==> src/rtl/bcd_display_formatter.sv <==
// Sequential binary-to-BCD converter (double dabble, one bit per clock) feeding the
// four-digit seven-segment mux with digits, decimal points and leading-zero blanking.
module bcd_display_formatter #(
    parameter int WIDTH = 14
) (
    input  logic             clk,
    input  logic             rst_n,
    input  logic [WIDTH-1:0] value,
    input  logic             start,
    input  logic             blank_en,
    input  logic             dp_en,
    input  logic [1:0]       dp_pos,
    output logic [3:0]       num0,
    output logic [3:0]       num1,
    output logic [3:0]       num2,
    output logic [3:0]       num3,
    output logic             dot0,
    output logic             dot1,
    output logic             dot2,
    output logic             dot3,
    output logic [3:0]       dgt_en,
    output logic             busy,
    output logic             done,
    output logic             ovf
);
    localparam int CW = $clog2(WIDTH + 1);

    typedef enum logic [1:0] {S_IDLE, S_SHIFT, S_COMMIT} state_t;

    state_t           r_state;
    logic [WIDTH-1:0] r_bin;
    logic [15:0]      r_scratch;
    logic [CW-1:0]    r_cnt;
    logic             r_blank;
    logic             r_dp_en;
    logic [1:0]       r_dp_pos;
    logic             r_ovf_pend;

    logic [15:0]      w_adj;
    logic [15:0]      w_fin;
    logic [3:0]       w_en;
    logic [3:0]       w_dot;

    always_comb begin
        w_adj = r_scratch;
        for (int i = 0; i < 4; i++) begin
            if (r_scratch[4*i +: 4] >= 4'd5)
                w_adj[4*i +: 4] = r_scratch[4*i +: 4] + 4'd3;
        end
    end

    // Out-of-range values are flagged from the raw input, so the scratch never needs a fifth digit.
    assign w_fin = r_ovf_pend ? 16'h9999 : r_scratch;

    always_comb begin
        w_en  = 4'b1111;
        w_dot = 4'b0000;
        for (int i = 0; i < 4; i++)
            w_dot[i] = r_dp_en && (r_dp_pos == 2'(i));
        if (r_blank) begin
            w_en[3] = (w_fin[15:12] != 4'd0) || (r_dp_en && r_dp_pos >= 2'd3);
            w_en[2] = (w_fin[15:8]  != 8'd0) || (r_dp_en && r_dp_pos >= 2'd2);
            w_en[1] = (w_fin[15:4]  != 12'd0) || (r_dp_en && r_dp_pos >= 2'd1);
            w_en[0] = 1'b1;
        end
    end

    always_ff @(posedge clk or negedge rst_n) begin
        if (!rst_n) begin
            r_state    <= S_IDLE;
            r_bin      <= '0;
            r_scratch  <= '0;
            r_cnt      <= '0;
            r_blank    <= 1'b0;
            r_dp_en    <= 1'b0;
            r_dp_pos   <= 2'd0;
            r_ovf_pend <= 1'b0;
            num0       <= 4'd0;
            num1       <= 4'd0;
            num2       <= 4'd0;
            num3       <= 4'd0;
            dot0       <= 1'b0;
            dot1       <= 1'b0;
            dot2       <= 1'b0;
            dot3       <= 1'b0;
            dgt_en     <= 4'b0001;
            busy       <= 1'b0;
            done       <= 1'b0;
            ovf        <= 1'b0;
        end else begin
            done <= 1'b0;
            case (r_state)
                S_IDLE: begin
                    if (start) begin
                        r_bin      <= value;
                        r_blank    <= blank_en;
                        r_dp_en    <= dp_en;
                        r_dp_pos   <= dp_pos;
                        r_ovf_pend <= ({{(32-WIDTH){1'b0}}, value} > 32'd9999);
                        r_scratch  <= '0;
                        r_cnt      <= CW'(WIDTH);
                        busy       <= 1'b1;
                        r_state    <= S_SHIFT;
                    end
                end
                S_SHIFT: begin
                    r_scratch <= {w_adj[14:0], r_bin[WIDTH-1]};
                    r_bin     <= {r_bin[WIDTH-2:0], 1'b0};
                    r_cnt     <= r_cnt - 1'b1;
                    if (r_cnt == CW'(1))
                        r_state <= S_COMMIT;
                end
                S_COMMIT: begin
                    num0    <= w_fin[3:0];
                    num1    <= w_fin[7:4];
                    num2    <= w_fin[11:8];
                    num3    <= w_fin[15:12];
                    dot0    <= w_dot[0];
                    dot1    <= w_dot[1];
                    dot2    <= w_dot[2];
                    dot3    <= w_dot[3];
                    dgt_en  <= w_en;
                    ovf     <= r_ovf_pend;
                    done    <= 1'b1;
                    busy    <= 1'b0;
                    r_state <= S_IDLE;
                end
                default: r_state <= S_IDLE;
            endcase
        end
    end
endmodule

==> config.mk <==
export PLATFORM = sky130hd
export DESIGN_NAME = bcd_display_formatter
export DESIGN_NICKNAME = d
export VERILOG_FILES = /design/src/rtl/bcd_display_formatter.sv
export SDC_FILE = /design/constraint.sdc
export NUM_CORES = 1
export LEC_CHECK = 0
export BUFFER_PORTS_ARGS = -buffer_cell sky130_fd_sc_hd__buf_2
export CORE_MARGIN = 5
export CORE_UTILIZATION = 35
export DETAILED_ROUTE_END_ITERATION = 8
export PLACE_DENSITY_LB_ADDON = 0.2
export SYNTH_ARGS = -nofsm -noshare
export SYNTH_HDL_FRONTEND = slang
export SYNTH_SLANG_ARGS = --single-unit
==> constraint.sdc <==
create_clock -name clk -period 1.6 [get_ports clk]
set_clock_uncertainty 0.15 [all_clocks]
set_input_delay 0.32 -clock clk [delete_from_list [all_inputs] [get_ports clk]]
set_output_delay 0.32 -clock clk [all_outputs]
set_load 0.01 [all_outputs]
# Word-level counts from Yosys, hierarchy flattened
# Cells that the tools add are included.
# Widths: inputs -> output; s select.
dict set report word_totals {
  reg_bits 68
  out_inout_bits 27
  elab_cells 80
}
dict set report classes {
  addsub 5
  n_lt_le_gt_ge 8
  n_eq_ne 8
  mux 18
  n_reduce_logical 21
}
# op count
set ops {}
lappend ops {{$mux 16} 2}
lappend ops {{$pmux 16 s2} 1}
lappend ops {{$pmux 14 s2} 1}
lappend ops {{$mux 4} 5}
lappend ops {{$ge 4x3->1 const B} 4}
lappend ops {{$gt 14x14->1 const B} 1}
lappend ops {{$mux 14} 1}
lappend ops {{$add 4x2->4 const B} 3}
lappend ops {{$reduce_bool 12->1} 1}
lappend ops {{$pmux 4 s2} 1}
lappend ops {{$reduce_and 2->1} 4}
lappend ops {{$reduce_bool 8->1} 1}
lappend ops {{$logic_and 1x1->1} 7}
lappend ops {{$eq 2x2->1 const B} 3}
lappend ops {{$eq 2x1->1 const B} 2}
lappend ops {{$eq 4x1->1 const B} 1}
lappend ops {{$ge 2x2->1 const B} 2}
lappend ops {{$logic_not 2->1} 2}
lappend ops {{$mux 2} 2}
lappend ops {{$ne 2x2->1 const B} 2}
lappend ops {{$pmux 2 s2} 1}
lappend ops {{$reduce_bool 2->1} 2}
lappend ops {{$reduce_bool 4->1} 1}
lappend ops {{$sub 4x1->4 const B} 1}
lappend ops {{6 further kinds} 9}

# Depth between registers and ports, before layout
# Gate-level depths: netlist of the first run.
dict set report depth {
  ltp_word 4
  ltp_mapped 6
  depth_no_buf 6
}

# Least setup slack after synthesis of the first run
# OpenSTA, ideal clock, no wires.
dict set report synth_timing {
  kind {register to register}
  from {register r_scratch[4]}
  to {register r_scratch[6]}
  t_arrival_ns 1.282
  t_required_ns 1.329
  slack_ns 0.047
  stages_incl_launch_ff 7
  path_buffers 0
  synth_period_minus_slack_ns 1.553
  cell_sequence {dfrtp_1 inv_1 ha_1 nand2b_1 a21oi_1 mux2i_1 a22o_1}
}
dict set report synth_via {
  elab_chain_len 3
}
# item line
set synth_rtl {}
lappend synth_rtl {{from (decl)} 32} ;# logic [15:0] r_scratch;
lappend synth_rtl {{from (signal assigned)} 107} ;# r_scratch <= {w_adj[14:0], r_bin[WIDTH-1]};
lappend synth_rtl {{$add 4x2->4 or $ge 4x3->1 (tied branches)} {48, 47}}
lappend synth_rtl {{$mux 4 (*)} 47} ;# if (r_scratch[4*i +: 4] >= 4'd5)
lappend synth_rtl {{$pmux 16 s2 (*)} 92} ;# case (r_state)
# Mark *: on every way between the ends. The rest lies on a longest branch, timed or not.
# A chain may end at the register's enable or synchronous reset.

# Worst setup path in the final report of the first run
dict set report layout_timing {
  from {register r_scratch[8]}
  to {register r_scratch[10]}
}
# Same word-level chain as after synthesis.

==> results of run 1 <==
==> power groups by stage <==
| stage | Combinational (µW) | Sequential [µW] | Clock, µW |
|---|---|---|---|
| 2_1_floorplan | 1870 | 2840 | 0 |
| 3_3_place_gp | 3130 | 2830 | 0 |
| 3_5_place_dp | 3190 | 2850 | 0 |
| 4_1_cts | 3200 | 2810 | 1750 |
| 5_1_grt | 3900 | 2940 | 1830 |
| 6_report | 3470 | 2840 | 1720 |
==> flip-flops by register name, summed over array words and instances, names as in the netlist, 2 cells and up <==
signal	cells
dgt_en	3
num0	4
num3	4
num1	4
r_bin	14
r_scratch	16
r_dp_pos	2
r_state	2
r_cnt	4
num2	4
==> what timing repair did <==
item / in CTS / in global routing
setup buffers: 0 / 2
setup endpoints to repair: 0 / 8
endpoints found under the hold margin: 67 / 0
resized for setup: 0 / 24
hold buffers: 1 / 0
==> kinds of logic after synthesis <==
family / Yosys count / synth area share, %
flip-flops: 67 / 55.2
AO/OA/AOI/OAI: 81 / 17.7
other: 1 / 0.123
adder cells (fa/ha/maj): 10 / 4.12
multiplexers: 6 / 2.10
AND/OR/NAND/NOR: 102 / 14.5
XOR/XNOR: 7 / 2.02
buffers and inverters: 30 / 4.28
==> cells in the mapped netlist (2+ instances only) <==
cell type,count,area share (%)
o31ai_1,8,2.0
ha_1,10,4.1
a21o_1,3,0.74
inv_1,11,1.4
nor2b_1,4,0.82
a22o_1,4,1.2
nand3_1,4,0.66
buf_2,8,1.3
a211oi_1,2,0.49
xor2_1,2,0.58
mux2i_1,3,0.99
mux2_2,2,0.74
dfrtp_1,67,55
o21ai_0,21,3.5
clkbuf_1,7,0.87
o22ai_1,4,0.82
xnor2_1,5,1.4
a21oi_1,7,1.2
a32o_1,5,1.6
a22oi_1,3,0.74
nor3_1,3,0.49
o32ai_1,2,0.58
buf_4,2,0.49
a31oi_1,17,3.5
nand2b_1,6,1.2
nor2_1,26,3.2
nand2_1,52,6.4
==> stage by stage <==
step                worst slack, ns  hold slack [ns]
floorplan                    0.0472           -0.126
global placement            -0.0982            0.224
detailed placement          -0.0424            0.221
CTS                         0.00970           0.0281
global route                -0.0153           0.0419
finish                       0.0443           0.0345
==> cell type report <==
class,instances,area (µm²)
Multi-Input combinational cell,207,1320
Clock buffer,10,128
Sequential cell,67,1680
Tap cell,108,135
Timing Repair Buffer,88,573
Inverter,13,48.8
Fill cell,863,4600
Clock inverter,6,114
==> tightest hold or removal path, delay by kind of cell <==
kind	cells	cell delay, ns
and+or+nand+nor	1	0.04
buffers and inverters	1	0.08
AOI/OAI and AO/OA	1	0.06
==> layer usage <==
layer	vias to the layer above	part of all wire [%]
li1	1230	-
met1	1167	51
met2	53	43
met3	6	5.1
met4	0	1.1
met5	-	0
==> final timing paths <==
kind / endpoint / slack, ns / cells after the start
setup / recovery: r_scratch[10] / 0.04 / 4
hold reg to reg: num2[3] / 0.32 / 2
min in group asynchronous: ovf / 0.35 / 3
max in group asynchronous: r_state[0] / 0.61 / 3
hold / removal: r_dp_en / 0.03 / 3
setup reg to reg: r_scratch[10] / 0.04 / 4
==> reports/metrics.csv, run 1 <==
metric,value,unit
status,finished clean,
worstPathCellList,ha_2 -> nand2b_4 -> a211o_1 -> a32o_1,
path_delay_family,compound AO/OA/AOI/OAI gates,
yosysUniqueCellTypes,43,
worst_ep_required_time,1.69,ns
grt_max_degree,68,
stdcell_count,499,
cts_max_level,3,
async_reset_ff_share,100,%
syn_nets,335,
setup-tns-final,0,ns
clockBufferDepth,2,
startpoint,r_scratch[8],
io_pins,48,
utilization,46.5,%
p_int,5140,µW
min_period_over_period,97.2,%
area_growth_syn_to_layout,31.6,%
power_density,2010,nW/µm²
p_sw_share,36.0,%
met2_usage,21.1,%
cts_tree,done,
sequentialPowerShare,35.4,%
worstHoldStart,dp_en,
cp_slowest_cell,dfrtp_1,
fin_area,4000,µm²
grt_pass1_wl,12000,µm
min_period,1.56,ns
yosysSeqAreaShare,55.2,%
switchingPower,2900,µW
timing.fmax,643,MHz
ys_seq_elements,67,
final_layout_size_suffix_gt1_share,33.0,%
rr_startpoint,r_scratch[8],
postSynthAreaPerCell,9.99,µm²
cpPeakStageDelay,0.43,ns
root_buffer,clkbuf_8,
clk_pin_slew,0.08,ns
antenna_cells,0,
crit_path_end_kind,flop,
insertion_delay,0.35,ns
dp_hpwl,4980,µm
fp.coreArea,8590,µm²
placed_cells,480,
firstDrtPassIters,4,
cts_sinks,67,
die_x,103,µm
numPortBuffers,46,
ant_nets,0,
drv_cap,0,
layout_commonest_cell,dfrtp_1,
synth_cells,304,
drv_slew,0,
grt_busiest_layer,met2,
synth-edff-count,0,
synth_warnings,0,
path_class,reg2reg,
place_congestion,0.747,
die-area,10600,µm²
total_power,8040,µW
use_met3,4.33,%
peakVddDrop,0.759,mV
grtUsageTotal,14.7,%
grt_pass1_vias,2367,
initialDrtViolationCount,85,
clkPwrFrac,21.4,%
rsz0062_at_grt,true,
placed_cell_area,3640,µm²
die_y,103,µm
routedWlPerCell,14.5,µm
nets,417,
synth-main-ff-cell,dfrtp_1,
crit_buf_inv,0,
wirelength,7220,µm
grt-ovfl-total,0,
mappedNetlistArea,3040,µm²
vias_per_cell,4.92,
cts_buffers,9,
critPathMaxFanout,4,
combPwrFrac,43.2,%
finalSetupViolCount,0,
vias,2456,
use_met1,21.0,%
start_kind,flop,
rows,34,
start_util,35.4,%
leakage,0.00193,µW
hold_path_class,in2reg,
hold_viol,0,
antenna_found_initial,0,
crit_arrival,1.65,ns
drc,0,
mostFrequentLayoutCells,"dfrtp_1 (67), nand2_1 (52), buf_2 (46), buf_4 (39), nor2_1 (26)",
Note: power is estimated with default switching activity, not from simulation.
==> run 2: changes to the inputs <==
- CAP_MARGIN: unset -> 0
- SETUP_SLACK_MARGIN: unset -> 0.15
- SLEW_MARGIN: unset -> 20
==> run 2 against run 1 <==
Wire length up 2.5%. Combinational power up 13%. Sequential power is 3% higher. Non-clock buffer count rose by 11. Cell count grew 1.8%. Hold slack got worse by 0.0051 ns. Die area did not move. Clock power fell by 22%. Critical path depth increased by 1. Largest power group unchanged.
==> reports/metrics.csv, run 2 (synthesis gave the netlist of run 1 again) <==
metric,value,unit,change
crit_arrival,1.59,ns,-0.06 ns
insertion_delay,0.34,ns,about the same
layout_commonest_cell,dfrtp_1,,
final_layout_size_suffix_gt1_share,39.3,%,+6.3 points
clk_pin_slew,0.07,ns,about the same
routedWlPerCell,14.6,µm,+0.69%
area_growth_syn_to_layout,38.6,%,
crit_buf_inv,1,,+1
cp_slowest_cell,dfrtp_2,,
nets,428,,+2.6%
place_congestion,0.762,,+2.0%
placed_cells,466,,-2.9%
reg2reg_slack,0.09,ns,+0.05 ns
stdcell_count,508,,+1.8%
rows,34,,unchanged
hold-worst-slack,0.0295,ns,-0.00507 ns
top_regs,"r_scratch (16), r_bin (14)",,
drc,0,,unchanged
wirelength,7400,µm,+2.5%
root_buffer,clkbuf_8,,
vias_per_cell,4.91,,-0.25%
utilization,49.0,%,+2.5 points
cp_num_cells,5,,+1
die_y,103,µm,unchanged
drv_cap,0,,unchanged
dp_hpwl,4790,µm,-3.9%
startpoint,r_scratch[8],,
leakage,0.00203,µW,+4.8%
finalSetupViolCount,0,,unchanged
rsz0062_at_grt,true,,
path_class,reg2reg,,
grt_max_degree,68,,unchanged
status,finished clean,,
reg2reg_depth,5,,+1
worst_ep_required_time,1.68,ns,about the same
largest_reg_flops,16,,unchanged
setup-tns-final,0,ns,unchanged
start_util,35.4,%,unchanged
numPortBuffers,46,,unchanged
ant_nets,0,,unchanged
preCtsSetupSlack,-0.0308,ns,+0.0117 ns
start_kind,flop,,
fin_ws,0.0922,ns,+0.0479 ns
grt_pass1_wl,12100,µm,+1.1%
crit_end,r_scratch[10],,
hold_viol,0,,unchanged
min_period,1.51,ns,-0.0479 ns
timing.fmax,663,MHz,+3.2%
mostFrequentLayoutCells,"dfrtp_1 (65), nand2_1 (52), buf_2 (46), buf_4 (44), nor2_1 (23)",,
antenna_found_initial,0,,unchanged
cpPeakStageDelay,0.45,ns,+0.02 ns
firstDrtPassIters,4,,unchanged
min_period_over_period,94.2,%,-3.0 points
grt-ovfl-total,0,,unchanged
grtUsageTotal,14.7,%,about the same
worstReg2RegEnd,r_scratch[10],,
clockBufferDepth,2,,unchanged
cts_max_level,3,,unchanged
cts_buffers,9,,unchanged
fp.coreArea,8590,µm²,unchanged
grt_pass1_vias,2557,,+8.0%
hold_path_class,in2reg,,
antenna_cells,0,,unchanged
cts_sinks,67,,unchanged
crit_path_end_kind,flop,,
initialDrtViolationCount,73,,-14%
peakVddDrop,0.651,mV,-14%
rr_startpoint,r_scratch[8],,
path_delay_family,compound AO/OA/AOI/OAI gates,,
worstPathCellList,inv_2 -> ha_4 -> nand2b_4 -> a211o_1 -> a32o_1,,
regMostFlops,r_scratch,,
vias,2494,,+1.5%
drv_slew,0,,unchanged
cts_tree,done,,
io_pins,48,,unchanged
worstHoldStart,dp_en,,
power_density,1950,nW/µm²,-3.2%
die_x,103,µm,unchanged
die-area,10600,µm²,unchanged
critPathMaxFanout,4,,unchanged
==> run 2: worst min-delay path, cell delays in order <==
cell and delay [ns]:
buf_2 0.07, nand2_1 0.03, o21ai_0 0.05
==> run 2: final cells by class <==
class                      instances  area, µm²
sequential                        67       1680
clock inverter                     3       40.0
tap                              108        135
inverter                          13       56.3
clock buffer                      11        141
multi-input combinational        207       1460
fill                             830       4380
timing repair buffer              99        696
==> run 2: worst min path at each step <==
stage / end / cells after the start
after floorplan: busy / 0
after global placement: num3[1] / 2
after detailed placement: busy / 2
after CTS: r_dp_en / 3
after global routing: r_dp_en / 3
final: r_dp_en / 3
==> run 2: through the flow <==
stage          power, µW  cell area [µm²]
2_1_floorplan       4830             3080
3_3_place_gp        5870             3600
3_5_place_dp        5940             3600
4_1_cts             7840             4040
5_1_grt             8810             4210
6_report            8200             4210
==> run 2: layer usage <==
metal,wire length [µm],GRT usage (%),vias to the layer above,share of wire [%]
li1,-,-,1254,-
met1,3580,19.6,1179,48
met2,3300,22.7,50,45
met3,407,3.92,11,5.5
met4,114,5.68,0,1.5
met5,0,0,-,0
==> run 2: where the power goes <==
group	internal, µW	switching (µW)	total (µW)
sequential	2350	582	2930
clock	741	608	1350
combinational	2090	1840	3920
total	5170	3020	8200
==> run 2: repair_timing <==
action                                 in CTS  in global routing
pin swaps                                  16                 16
hold buffers                                1                  0
setup endpoints to repair                  27                 46
resized for setup                          27                 28
cloned                                      0                  1
buffers inserted                           18                  8
endpoints found under the hold margin      67                  0
==> run 3: changes to the inputs <==
- MAX_ROUTING_LAYER: unset -> met4
- SKIP_CTS_REPAIR_TIMING: unset -> 1
==> run 3 against run 2 <==
Clock-buffer cell count is the same. Clock power is essentially flat. Register-to-register slack lost 0.02 ns. Flip-flop and latch count is the same. Die area is the same. First-iteration DRC count grew 18%. Combinational power grew 2%. Via count grew 0.68%. Design area grew 0.65%. Hold slack gained 0.0054 ns. Largest power group unchanged.
==> reports/metrics.csv, run 3 (synthesis gave the netlist of run 1 again) <==
metric,value,unit,change
die_x,103,µm,unchanged
root_buffer,clkbuf_8,,
min_period_over_period,95.7,%,+1.5 points
largest_reg_flops,16,,unchanged
drc,0,,unchanged
utilization,49.3,%,+0.32 points
cts_sinks,67,,unchanged
worstPathCellList,inv_2 -> ha_2 -> nand2b_4 -> a211o_1 -> a32o_1,,
worst_ep_required_time,1.68,ns,about the same
start_kind,flop,,
grt_pass1_wl,11400,µm,-5.4%
die_y,103,µm,unchanged
start_util,35.4,%,unchanged
leakage,0.00203,µW,about the same
fin_ws,0.0681,ns,-0.0241 ns
insertion_delay,0.34,ns,about the same
mostFrequentLayoutCells,"dfrtp_1 (63), nand2_1 (52), buf_2 (47), buf_4 (41), nor2_1 (23)",,
finalSetupViolCount,0,,unchanged
preCtsSetupSlack,-0.0308,ns,unchanged
grt-ovfl-total,0,,unchanged
timing.fmax,653,MHz,-1.6%
setup-tns-final,0,ns,unchanged
layout_commonest_cell,dfrtp_1,,
critPathMaxFanout,4,,unchanged
area_growth_syn_to_layout,39.5,%,
drv_cap,0,,unchanged
cts_max_level,3,,unchanged
peakVddDrop,0.705,mV,+8.4%
initialDrtViolationCount,86,,+18%
io_pins,48,,unchanged
firstDrtPassIters,4,,unchanged
cts_tree,done,,
path_class,reg2reg,,
hold_viol,0,,unchanged
grt_pass1_vias,2416,,-5.5%
rows,34,,unchanged
cp_slowest_cell,dfrtp_1,,
nets,429,,+0.23%
clockBufferDepth,2,,unchanged
die-area,10600,µm²,unchanged
antenna_found_initial,0,,unchanged
clk_pin_slew,0.07,ns,about the same
grt_max_degree,68,,unchanged
antenna_cells,0,,unchanged
drv_slew,0,,unchanged
place_congestion,0.772,,+1.3%
ant_nets,0,,unchanged
crit_arrival,1.61,ns,+0.02 ns
status,finished clean,,
rsz0062_at_grt,true,,
seq_area,1680,µm²,+0.15%
cts_buffers,9,,unchanged
final_layout_size_suffix_gt1_share,40.6,%,+1.4 points
hold_path_class,in2reg,,
vias_per_cell,4.93,,+0.48%
regMostFlops,r_scratch,,
routedWlPerCell,14.7,µm,+1.2%
fp.coreArea,8590,µm²,unchanged
grtUsageTotal,14.3,%,-0.33 points
vias,2511,,+0.68%
nFillCells,818,,-1.4%
crit_path_end_kind,flop,,
top_regs,"r_scratch (16), r_bin (14)",,
dp_hpwl,4790,µm,unchanged
numPortBuffers,46,,unchanged
multiInputGateArea,1470,µm²,+0.51%
min_period,1.53,ns,+0.0241 ns
cpPeakStageDelay,0.40,ns,-0.05 ns
wirelength,7510,µm,+1.4%
power_density,1950,nW/µm²,+0.39%
## run 3: cell type report
| cell class | instances | area share (%) |
|---|---|---|
| clock inverters | 3 | 0.945 |
| multi-input cells | 207 | 34.7 |
| clock buffers | 11 | 3.34 |
| flip-flops and latches | 67 | 39.7 |
| repair buffers | 100 | 16.9 |
| well taps | 108 | 3.19 |
| inverters | 13 | 1.27 |
## run 3: worst paths after layout
path / start / to / slack (ns) / cells past startpoint
setup reg to reg: r_scratch[9] / r_scratch[10] / 0.07 / 5
hold / removal: dp_en / r_dp_en / 0.03 / 3
hold reg to reg: num2[3] / num2[3] / 0.31 / 2
min in group asynchronous: rst_n / busy / 0.37 / 3
setup / recovery: r_scratch[9] / r_scratch[10] / 0.07 / 5
max in group asynchronous: rst_n / r_state[1] / 0.59 / 3
## run 3: per-layer routing
| metal | vias up | share of wire, % | global-route usage [%] |
|---|---|---|---|
| met2 | 62 | 44 | 20.6 |
| met1 | 1188 | 49 | 19.5 |
| met4 | 0 | 1.4 | 5.08 |
| met5 | - | 0 | - |
| met3 | 11 | 5.2 | 3.92 |
| li1 | 1250 | - | - |
## run 3: critical path, delay by kind of cell (launching register included)
family,cells,cell delay [ns]
AO/OA/AOI/OAI,2,0.49
flip-flops,1,0.40
adder cells (fa/ha/maj),1,0.18
AND/OR/NAND/NOR,1,0.13
buffers and inverters,1,0.08
## run 3: report_power, final
part           switching, µW  internal (µW)
Clock                    604            741
Sequential               585           2350
Combinational           1880           2120
## run 3: through the flow
step	hold slack (ns)	power [µW]	cell area [µm²]	std cells
final	0.0349	8290	4240	509
after global routing	0.0285	8900	4240	509
after CTS	-0.147	7290	3780	480
after detailed placement	0.223	5940	3600	466
after global placement	0.226	5870	3600	466
after floorplan	-0.126	4830	3080	304
